File: src/rtl/tff_count_pkg.sv
// Shared helpers for the toggle-cell mod-N counter: direction constants and the next-state rule.
// TFF_COUNT_CTRL_SAT_EN selects saturation at the range limits instead of wrap-around.
package tff_count_pkg;

  localparam logic DIR_UP   = 1'b1;
  localparam logic DIR_DOWN = 1'b0;

  function automatic int unsigned next_count(input int unsigned count,
                                             input logic        up,
                                             input int unsigned modulus);
    int unsigned r;
    if (up == DIR_UP) begin
      if (count >= modulus - 1) begin
`ifdef TFF_COUNT_CTRL_SAT_EN
        r = count;
`else
        r = 0;
`endif
      end else begin
        r = count + 1;
      end
    end else begin
      if (count == 0) begin
`ifdef TFF_COUNT_CTRL_SAT_EN
        r = 0;
`else
        r = modulus - 1;
`endif
      end else begin
        r = count - 1;
      end
    end
    return r;
  endfunction

endpackage

File: src/rtl/tff_cell.sv
// Single toggle flip-flop with synchronous active-low reset; one bit of the counter state.
module tff_cell (
  input  logic clk,
  input  logic rst_n,
  input  logic t,
  output logic q
);

  logic q_q;
  logic q_d;

  always_comb begin
    q_d = q_q ^ t;
  end

  always_ff @(posedge clk) begin
    if (!rst_n) q_q <= 1'b0;
    else        q_q <= q_d;
  end

  assign q = q_q;

endmodule

File: src/rtl/tff_count_ctrl.sv
// Mod-N up/down counter built from toggle cells; exports the per-bit toggle vector and terminal count.
// Define TFF_COUNT_CTRL_SAT_EN to saturate at the range limits instead of wrapping.
module tff_count_ctrl
  import tff_count_pkg::*;
#(
  parameter int          WIDTH   = 4,
  parameter int unsigned MODULUS = 10
) (
  input  logic             clk,
  input  logic             rst_n,
  input  logic             en,
  input  logic             up,
  input  logic             load,
  input  logic [WIDTH-1:0] load_val,
  output logic [WIDTH-1:0] count,
  output logic [WIDTH-1:0] t_out,
  output logic             tc,
  output logic             wrap
);

  localparam logic [WIDTH-1:0] MAX_C = WIDTH'(MODULUS - 1);

  logic [WIDTH-1:0] count_q;
  logic [WIDTH-1:0] next_val;
  logic [WIDTH-1:0] t_vec;
  logic             tc_c;
  logic             wrap_d;
  logic             wrap_q;

  function automatic logic [WIDTH-1:0] clamp_load(input logic [WIDTH-1:0] v);
    if (32'(v) < MODULUS) return v;
    else                  return MAX_C;
  endfunction

  // The toggle vector is derived from the desired next value, so the cell bank
  // (and any external mirror bank) lands exactly on next_val at the edge.
  always_comb begin
    next_val = count_q;
    tc_c     = 1'b0;
    if (!rst_n) begin
      next_val = count_q;
    end else if (load) begin
      next_val = clamp_load(load_val);
    end else if (en) begin
      next_val = WIDTH'(next_count(32'(count_q), up, MODULUS));
      tc_c     = (count_q == ((up == DIR_UP) ? MAX_C : '0));
    end
    t_vec = rst_n ? (count_q ^ next_val) : '0;
  end

  always_comb begin
`ifdef TFF_COUNT_CTRL_SAT_EN
    wrap_d = 1'b0;
`else
    wrap_d = tc_c;
`endif
  end

  always_ff @(posedge clk) begin
    if (!rst_n) wrap_q <= 1'b0;
    else        wrap_q <= wrap_d;
  end

  for (genvar i = 0; i < WIDTH; i++) begin : g_cell
    tff_cell u_cell (
      .clk   (clk),
      .rst_n (rst_n),
      .t     (t_vec[i]),
      .q     (count_q[i])
    );
  end

  assign count = count_q;
  assign t_out = t_vec;
  assign tc    = tc_c;
  assign wrap  = wrap_q;

endmodule

File: config.mk
export PLATFORM = sky130hd
export DESIGN_NAME = tff_count_ctrl
export DESIGN_NICKNAME = d
export VERILOG_FILES = /design/src/rtl/tff_count_pkg.sv /design/src/rtl/tff_cell.sv /design/src/rtl/tff_count_ctrl.sv
export SDC_FILE = /design/constraint.sdc
export NUM_CORES = 1
export LEC_CHECK = 0
export CAP_MARGIN = 10
export CORE_ASPECT_RATIO = 0.8
export CORE_MARGIN = 2
export CORE_UTILIZATION = 30
export CTS_CLUSTER_SIZE = 24
export DETAILED_ROUTE_END_ITERATION = 6
export PLACE_DENSITY = 0.62
export SKIP_CTS_REPAIR_TIMING = 1
export SLEW_MARGIN = 20
export SYNTH_ARGS = -nofsm -noshare
export SYNTH_HDL_FRONTEND = slang
export SYNTH_HIERARCHICAL = 1
export SYNTH_SLANG_ARGS = --single-unit
export TNS_END_PERCENT = 10
File: constraint.sdc
create_clock -name clk -period 4.1 [get_ports clk]
set_input_delay 0.615 -clock clk [delete_from_list [all_inputs] [get_ports clk]]
set_output_delay 0.615 -clock clk [all_outputs]
set_load 0.02 [all_outputs]
# Yosys cells after proc, flatten, opt, wreduce, memory -nomap -nowiden

Cells that the tools add are included.

Bits in registers: 5
Output and inout bits: 10
Input bits: 9
Logic and storage cells: 28

Bitwise operators: 5
Reductions and logical operators: 1
Equality and inequality tests: 1
Order comparisons: 2
$add $sub $neg: 2
Multiplexer cells: 12

Operators by type and width:

| kind                                                                | number |
|---|---|
| 4-bit two-way mux                                                   | 9 |
| 4-bit by 1-bit adder with 4-bit output (second input constant)      | 1 |
| 4-bit == test                                                       | 1 |
| 4-bit >= comparator (second input constant)                         | 1 |
| 4-bit logical NOT                                                   | 1 |
| 4-bit less-than comparator (second input constant)                  | 1 |
| 4-bit by 1-bit subtractor with 4-bit output (second input constant) | 1 |
| 1-bit bitwise XOR                                                   | 4 |
| 4-bit bitwise XOR                                                   | 1 |
| 1-bit two-way mux                                                   | 3 |

# Logic depth before layout (Yosys ltp)

Gate-level depths: netlist of the first run.

Word-level depth: 9
Gate-level depth with buffers: 9
Mapped depth without buffers: 8

# Cells and area by module

Netlist of the first run, hierarchy kept.

By module, submodules not included:

| module         | times used | sequential area each (sq um) | cells each | area each (sq um) |
|---|---|---|---|---|
| tff_count_ctrl | 1          | 20.0                         | 63         | 467.9 |
| tff_cell       | 4          | 20.0                         | 3          | 35.0 |

# Worst setup path after synthesis of the first run

Ideal clock, no wire load.

Path kind: register to output
From: register g_cell[0].u_cell.q_q
To: output port t_out[2]
Setup slack: 1215 ps
Required time: 3485 ps
Cell stages (with the launch flop): 8
Arrival: 2270 ps
Path through: dfxtp_1 clkbuf_1 inv_1 ha_1 or3b_4 a2111oi_4 a311o_2 a41oi_1

Longest elaborated chain between the ends: 8
Elaborated cells between the ends (all ways): 12
Classes of those cells: 2 x add/sub; 1 x order compare; 7 x mux; 1 x bitwise; 1 x reduce/logical

Ends and longest elaborated chain:

| what                                                                      | line                                     | RTL |
|---|---|---|
| from (decl)                                                               | tff_cell.sv:9                            | `logic q_q;` |
| from (signal assigned)                                                    | tff_cell.sv:18                           | `else q_q <= q_d;` |
| 4-bit by 1-bit subtractor with 4-bit output, or another cell as far along | tff_count_pkg.sv:30                      | `r = count - 1;` |
| 4-bit two-way mux, on equally long branches                               | tff_count_pkg.sv:23, tff_count_pkg.sv:13 |  |
| 4-bit two-way mux *                                                       | tff_count_pkg.sv:12                      | `if (up == DIR_UP) begin` |
| 4-bit two-way mux *                                                       | tff_count_ctrl.sv:44                     | `end else if (en) begin` |
| 4-bit two-way mux *                                                       | tff_count_ctrl.sv:42                     | `end else if (load) begin` |
| 4-bit two-way mux *                                                       | tff_count_ctrl.sv:40                     | `if (!rst_n) begin` |
| 4-bit bitwise XOR *                                                       | tff_count_ctrl.sv:48                     | `t_vec = rst_n ? (count_q ^ next_val) : '0;` |
| 4-bit two-way mux *                                                       | tff_count_ctrl.sv:48                     |  |
| to (decl)                                                                 | tff_count_ctrl.sv:16                     | `output logic [WIDTH-1:0] t_out,` |

Mark *: on every way between the ends. The rest lies on a longest branch, timed or not.

# Worst setup path in the final report of the first run

Ends and elaborated chain as after synthesis.

==> run metrics, run 1 <==
RSZ-0062 raised after global routing=no; reg2reg end=g_cell[2].u_cell/q; crit-path max cell delay=0.65 ns; H-tree depth=1; Critical Path Source=g_cell[0].u_cell/q; Netlist Area Pre-Place=608 um^2; Remaining DRCs=0; pin count of the biggest net entering global routing=14; Worst Path Max Fanout=13; Routability Congestion=0.857; reg2reg setup slack=1.60 ns; worst path arrival time=2.93 ns; Final #Nets=107; Clock Tree Buf Depth=2; Die Area=0.00241 mm^2; drt total wl=1520 um; Async S/R FF share, synth=0%; Horiz. Die Dim=54.3 um; Post-Syn Area per Cell=8.11 um^2; f_max=282 MHz; die height=44.3 um; synthesized netlist cell count=75; hold crit path type=reg2reg; row count=14; Post-Syn Nets=88; Root Driver=clkbuf_4; CP required=3.48 ns; #FFs+latches synth=5; slowest cell on the critical path=clkdlybuf4s50_1; Total GRT Usage=14.0%; worst ir drop on vdd=0.224 mV; GRT overflow=0; clk sinks=5; vias per inst=5.34; Primary FF master, synth=dfxtp_1; vias in the first global route=551; Fin Setup TNS=0 ns; max_cap viols=0; PortBufs=18; P per Cell Area=314 mW/mm^2; layout cells sized above 1=7.53%; initial antenna violation count=0; Setup CP Type=reg2out; CTS tree=yes; Core Footprint=0.00189 mm^2; Detail Route Antenna Nets=0; CP cell instances=inv_1, ha_1, or3b_4, a2111oi_4, a311o_2, a41oi_1, clkdlybuf4s50_1; Slew @ Worst Pin=0.468 ns; final setup violation count=0; Startpoint Class=register; Pleak=0.326 nW; I/O Pins=19; Reg2Reg Depth=8; worst-case clock skew=0.00270 ns; clock latency on the worst-skew pair=0.24 ns; worst r2r src=g_cell[1].u_cell/q; Pre-Repair DR Iteration Count=4; clk slew on worst S/H paths=0.04 ns; Max Slew Vio Count=0; CTS buffer count=3; Hold Worst Slack=0.734 ns; Final Critical Period=3.55 ns; Worst slew margin=68.8%; Initial Utilization=32.1%; routed via count=625; kind of end point of the critical path=output port; Yosys warnings=6; Initial DRC Count=21; endpoints failing hold=0; ant diodes=0; Setup crit end=t_out[2]; WL per Instance=13.0 um; first-pass GRT wire length=2440 um; Tcrit/Tclk final=86.5%; number of synthesized flops with an enable pin=0; status=complete, no violations; DP Wirelength=1210 um; Seq/Total Area, Yosys=16.5%; synth-to-layout area growth=35.2%; library cells used by synthesis=37
metal layers:
metal / up-vias / GRT usage [%] / wire length, um
met4: 0 / 3.00 / 0
li1: 315 / - / -
met3: 0 / 5.07 / 92
met2: 25 / 20.0 / 687
met1: 285 / 20.0 / 743
met5: - / 0 / 0
flip-flops by register name, summed over array words and instances (netlist names):
name and count:
g_cell.u_cell/q 4, wrap 1
final cells by class:
class | count | area, um^2
inverters | 6 | 22.5
multi-input cells | 60 | 463
well taps | 24 | 30.0
flip-flops and latches | 5 | 100
repair buffers | 18 | 180
clock buffers | 4 | 26.3
fillers | 196 | 1070
worst min path at each step:
stage | from | cells past startpoint | slack, ns | to
floorplan | g_cell[3].u_cell/q | 2 | 0.65 | g_cell[3].u_cell/q
global placement | g_cell[2].u_cell/q | 2 | 0.72 | g_cell[2].u_cell/q
detailed placement | g_cell[2].u_cell/q | 2 | 0.72 | g_cell[2].u_cell/q
CTS | g_cell[1].u_cell/q | 2 | 0.73 | g_cell[1].u_cell/q
global route | g_cell[2].u_cell/q | 2 | 0.79 | g_cell[2].u_cell/q
finish | g_cell[1].u_cell/q | 2 | 0.73 | g_cell[1].u_cell/q
worst max-delay path: cells and delay by family (launching register included):
kind / cells / cell delay [ns]
adder cells (fa/ha/maj): 1 / 0.26
AO/OA/AOI/OAI: 3 / 0.73
AND/OR/NAND/NOR: 1 / 0.29
buffers and inverters: 2 / 0.80
flip-flops: 1 / 0.60
layout by cell type, fill, tap and decap left out, types with 2 or more instances in the layout:
master	count
xor2_1	4
o2111a_1	2
xnor2_1	2
nand4_1	4
nor3_1	2
nand3_1	2
nor4_1	2
nor2_1	3
clkbuf_4	3
nand2b_1	3
clkdlybuf4s50_1	18
inv_1	6
ha_1	4
nand2_1	2
dfxtp_1	5
and2_1	4
a21oi_1	4
nand3b_1	3
kinds of logic (layout without fill, tap and decap cells):
| group | Yosys count | in the layout | share of synthesized area [%] |
|---|---|---|---|
| XOR/XNOR | 6 | 6 | 8.64 |
| flip-flops | 5 | 5 | 16.5 |
| AO/OA/AOI/OAI | 19 | 19 | 28.0 |
| AND/OR/NAND/NOR | 30 | 30 | 29.6 |
| adder cells (fa/ha/maj) | 4 | 4 | 8.23 |
| buffers and inverters | 10 | 28 | 7.41 |
| multiplexers | 1 | 1 | 1.65 |
report_power, final:
group / leakage [nW] / switching (mW) / total [mW] / internal, mW
clock: 0.0150 / 0.0209 / 0.0577 / 0.0368
sequential: 0.0409 / 0.0187 / 0.0735 / 0.0547
combinational: 0.270 / 0.0642 / 0.127 / 0.0627
total: 0.326 / 0.104 / 0.258 / 0.154
Yosys cell counts (all sizes together), types with 2 or more instances:
master	instances	area [um^2]
xor2	4	35.0
inv	6	22.5
nor2	3	11.3
o2111a	2	22.5
nand4	4	25.0
clkbuf	3	11.3
nor4	2	12.5
and2	4	25.0
nand3	2	10.0
nand2	2	7.51
a21oi	4	20.0
nand3b	3	22.5
xnor2	2	17.5
dfxtp	5	100
ha	4	50.1
nor3	2	10.0
nand2b	3	18.8
metrics by stage:
step | util (%) | area, um^2 | setup slack [ns] | power, mW | std cells
floorplan | - | 608 | 1.21 | 0.156 | 75
global route | 43.5 | 822 | 0.412 | 0.280 | 117
global placement | 42.1 | 796 | 0.674 | 0.203 | 113
finish | 43.5 | 822 | 0.552 | 0.258 | 117
detailed placement | 42.1 | 796 | 0.683 | 0.201 | 113
CTS | 43.5 | 822 | 0.530 | 0.261 | 117
Note: power is estimated with default switching activity, not from simulation.
==> run 2, diff against run 1 <==
CORE_ASPECT_RATIO = default   (was 0.8)
CORE_UTILIZATION = 40   (was 30)
PLACE_DENSITY = 0.76   (was 0.62)
==> run 2 against run 1 <==
Net effect:
- die area down 23%
- hold slack worse by 0.015 ns
- global-route usage up 2.9 points
- largest cell class unchanged
- maximum frequency up 1.2%
- non-clock buffer count up 1
- clock-buffer cell count unchanged
- via count down 0.48%
- sequential share of layout area about the same
- core utilization up 12 points
==> run metrics, run 2 (same netlist as run 1, synthesis figures left out) <==
status=complete, no violations; max FFs per register=4 (unchanged); worst path arrival time=2.89 ns (-0.04 ns); vias per inst=5.65 (+5.9%); clock latency on the worst-skew pair=0.23 ns (about the same); crit-path max cell delay=0.66 ns (about the same); drt total wl=1460 um (-4.2%); Root Driver=clkbuf_4; NetSw=0.0997 mW (-3.9%); routed via count=622 (-0.48%); CP bufs+invs=2 (unchanged); Hold Path Cell Cnt=2 (unchanged); CP required=3.48 ns (about the same); Overall Power=0.255 mW (-1.1%); GRT overflow=0 (unchanged); initial antenna violation count=0 (unchanged); H-tree depth=1 (unchanged); vias in the first global route=542 (-1.6%); row count=14 (unchanged); Worst Path Max Fanout=10 (-3); reg2reg setup slack=1.62 ns (+0.02 ns); Max Slew Vio Count=0 (unchanged); Internal=0.155 mW (+0.83%); reg2reg end=g_cell[2].u_cell/q; worst r2r src=g_cell[1].u_cell/q; Horiz. Die Dim=43.0 um (-21%); clk sinks=5 (unchanged); PortBufs=18 (unchanged); layout cells sized above 1=8.51% (+0.98 points); slowest cell on the critical path=clkdlybuf4s50_1; most frequent cells in the layout=clkdlybuf4s50_1, inv_1, dfxtp_1; WL per Instance=13.3 um (+1.9%); Remaining DRCs=0 (unchanged); Comb pwr share=52.0% (+2.8 points); Tcrit/Tclk final=85.6% (-0.99 points); P per Cell Area=311 mW/mm^2 (-0.78%); f_max=285 MHz (+1.2%); Clock Tree Buf Depth=2 (unchanged); Detail Route Antenna Nets=0 (unchanged); Reg2Reg Depth=8 (unchanged); Slew @ Worst Pin=0.431 ns (-0.0367 ns); family with the most delay on the worst path=buffers and inverters; CTS buffer count=3 (unchanged); Die Area=0.00185 mm^2 (-23%); final setup violation count=0 (unchanged); max_cap viols=0 (unchanged); Worst slew margin=71.2% (+2.5 points); Initial DRC Count=36 (+71%); worst-case clock skew=0.00323 ns (+0.000536 ns); ant diodes=0 (unchanged); CP cell instances=inv_1, ha_1, or3b_4, a2111oi_4, a311o_2, a41oi_1, clkdlybuf4s50_1; Setup CP Type=reg2out; Switching Fraction=39.1% (-1.2 points); Min-Delay Endpoint=g_cell[1].u_cell/q; I/O Pins=19 (unchanged); die height=43.0 um (-2.9%); pin count of the biggest net entering global routing=13 (-1); RSZ-0062 raised after global routing=no; Total GRT Usage=16.8% (+2.9 points); CTS tree=yes; Initial Utilization=41.3% (+9.2 points); Reg power frac=26.9% (-1.6 points); Layout Utilization=55.7% (+12 points); Core Footprint=0.00147 mm^2 (-22%); Worst Hold Launch=g_cell[1].u_cell/q; DP Wirelength=1130 um (-6.6%); first-pass GRT wire length=2410 um (-1.1%); Fin Setup TNS=0 ns (unchanged); Pre-Repair DR Iteration Count=4 (unchanged); synth-to-layout area growth=34.8%; Pleak=0.331 nW (+1.6%); endpoints failing hold=0 (unchanged); Final #Nets=108 (+0.93%); Startpoint Class=register; most common cell after layout, fill and taps aside=clkdlybuf4s50_1; hold crit path type=reg2reg; kind of end point of the critical path=output port; Routability Congestion=0.880 (+2.8%); clk slew on worst S/H paths=0.04 ns (about the same); Clk pwr share=21.1% (-1.3 points); Final Critical Period=3.51 ns (-0.0404 ns); worst ir drop on vdd=0.249 mV (+11%)
-- run 2: cell types whose count changed in the layout (fill, tap and decap cells not counted) --
cell   change
buf_4      +1
-- run 2: layer usage --
metal / part of all wire [%] / vias up / track usage (%)
met1: 47 / 284 / 23.3
li1: - / 319 / -
met4: 0 / 0 / 3.64
met2: 50 / 19 / 27.6
met3: 3.8 / 0 / 2.55
met5: 0 / - / 0
-- run 2: through the flow --
| step | worst slack (ns) | hold WS (ns) | instances | instance area (um^2) |
|---|---|---|---|---|
| 2_1_floorplan | 1.21 | 0.647 | 75 | 608 |
| 3_3_place_gp | 0.738 | 0.699 | 106 | 793 |
| 3_5_place_dp | 0.704 | 0.709 | 106 | 793 |
| 4_1_cts | 0.576 | 0.732 | 110 | 820 |
| 5_1_grt | 0.440 | 0.764 | 110 | 820 |
| 6_report | 0.592 | 0.719 | 110 | 820 |
-- run 2: layout make-up --
type                       instances  area (um^2)
inverter                           6         22.5
fill                             151          652
tap                               16         20.0
timing repair buffer              19          188
multi-input combinational         60          463
clock buffer                       4         26.3
sequential                         5          100
-- run 2: power groups by stage --
stage	Combinational, mW	Clock, mW	Sequential (mW)
finish	0.133	0.0539	0.0687
floorplan	0.0857	0	0.0701
global placement	0.130	0	0.0691
detailed placement	0.131	0	0.0695
CTS	0.132	0.0566	0.0687
global route	0.144	0.0609	0.0703
-- run 2: worst max-delay path by stage --
stage / startpoint / end / slack, ns / depth (start not counted)
finish: g_cell[1].u_cell/q / t_out[2] / 0.59 / 7
global route: g_cell[1].u_cell/q / t_out[2] / 0.44 / 7
detailed placement: up / t_out[2] / 0.70 / 6
floorplan: g_cell[0].u_cell/q / t_out[2] / 1.21 / 7
CTS: g_cell[1].u_cell/q / t_out[2] / 0.58 / 7
global placement: load / t_out[2] / 0.74 / 6
-- run 2: worst reg2reg max path: cells and delay by family, from the launching register on --
kind	cells	cell delay, ns
XOR/XNOR	1	0.18
AND/OR/NAND/NOR	2	0.58
adder cells (fa/ha/maj)	1	0.23
AO/OA/AOI/OAI	3	0.66
flip-flops	1	0.52
buffers and inverters	1	0.21
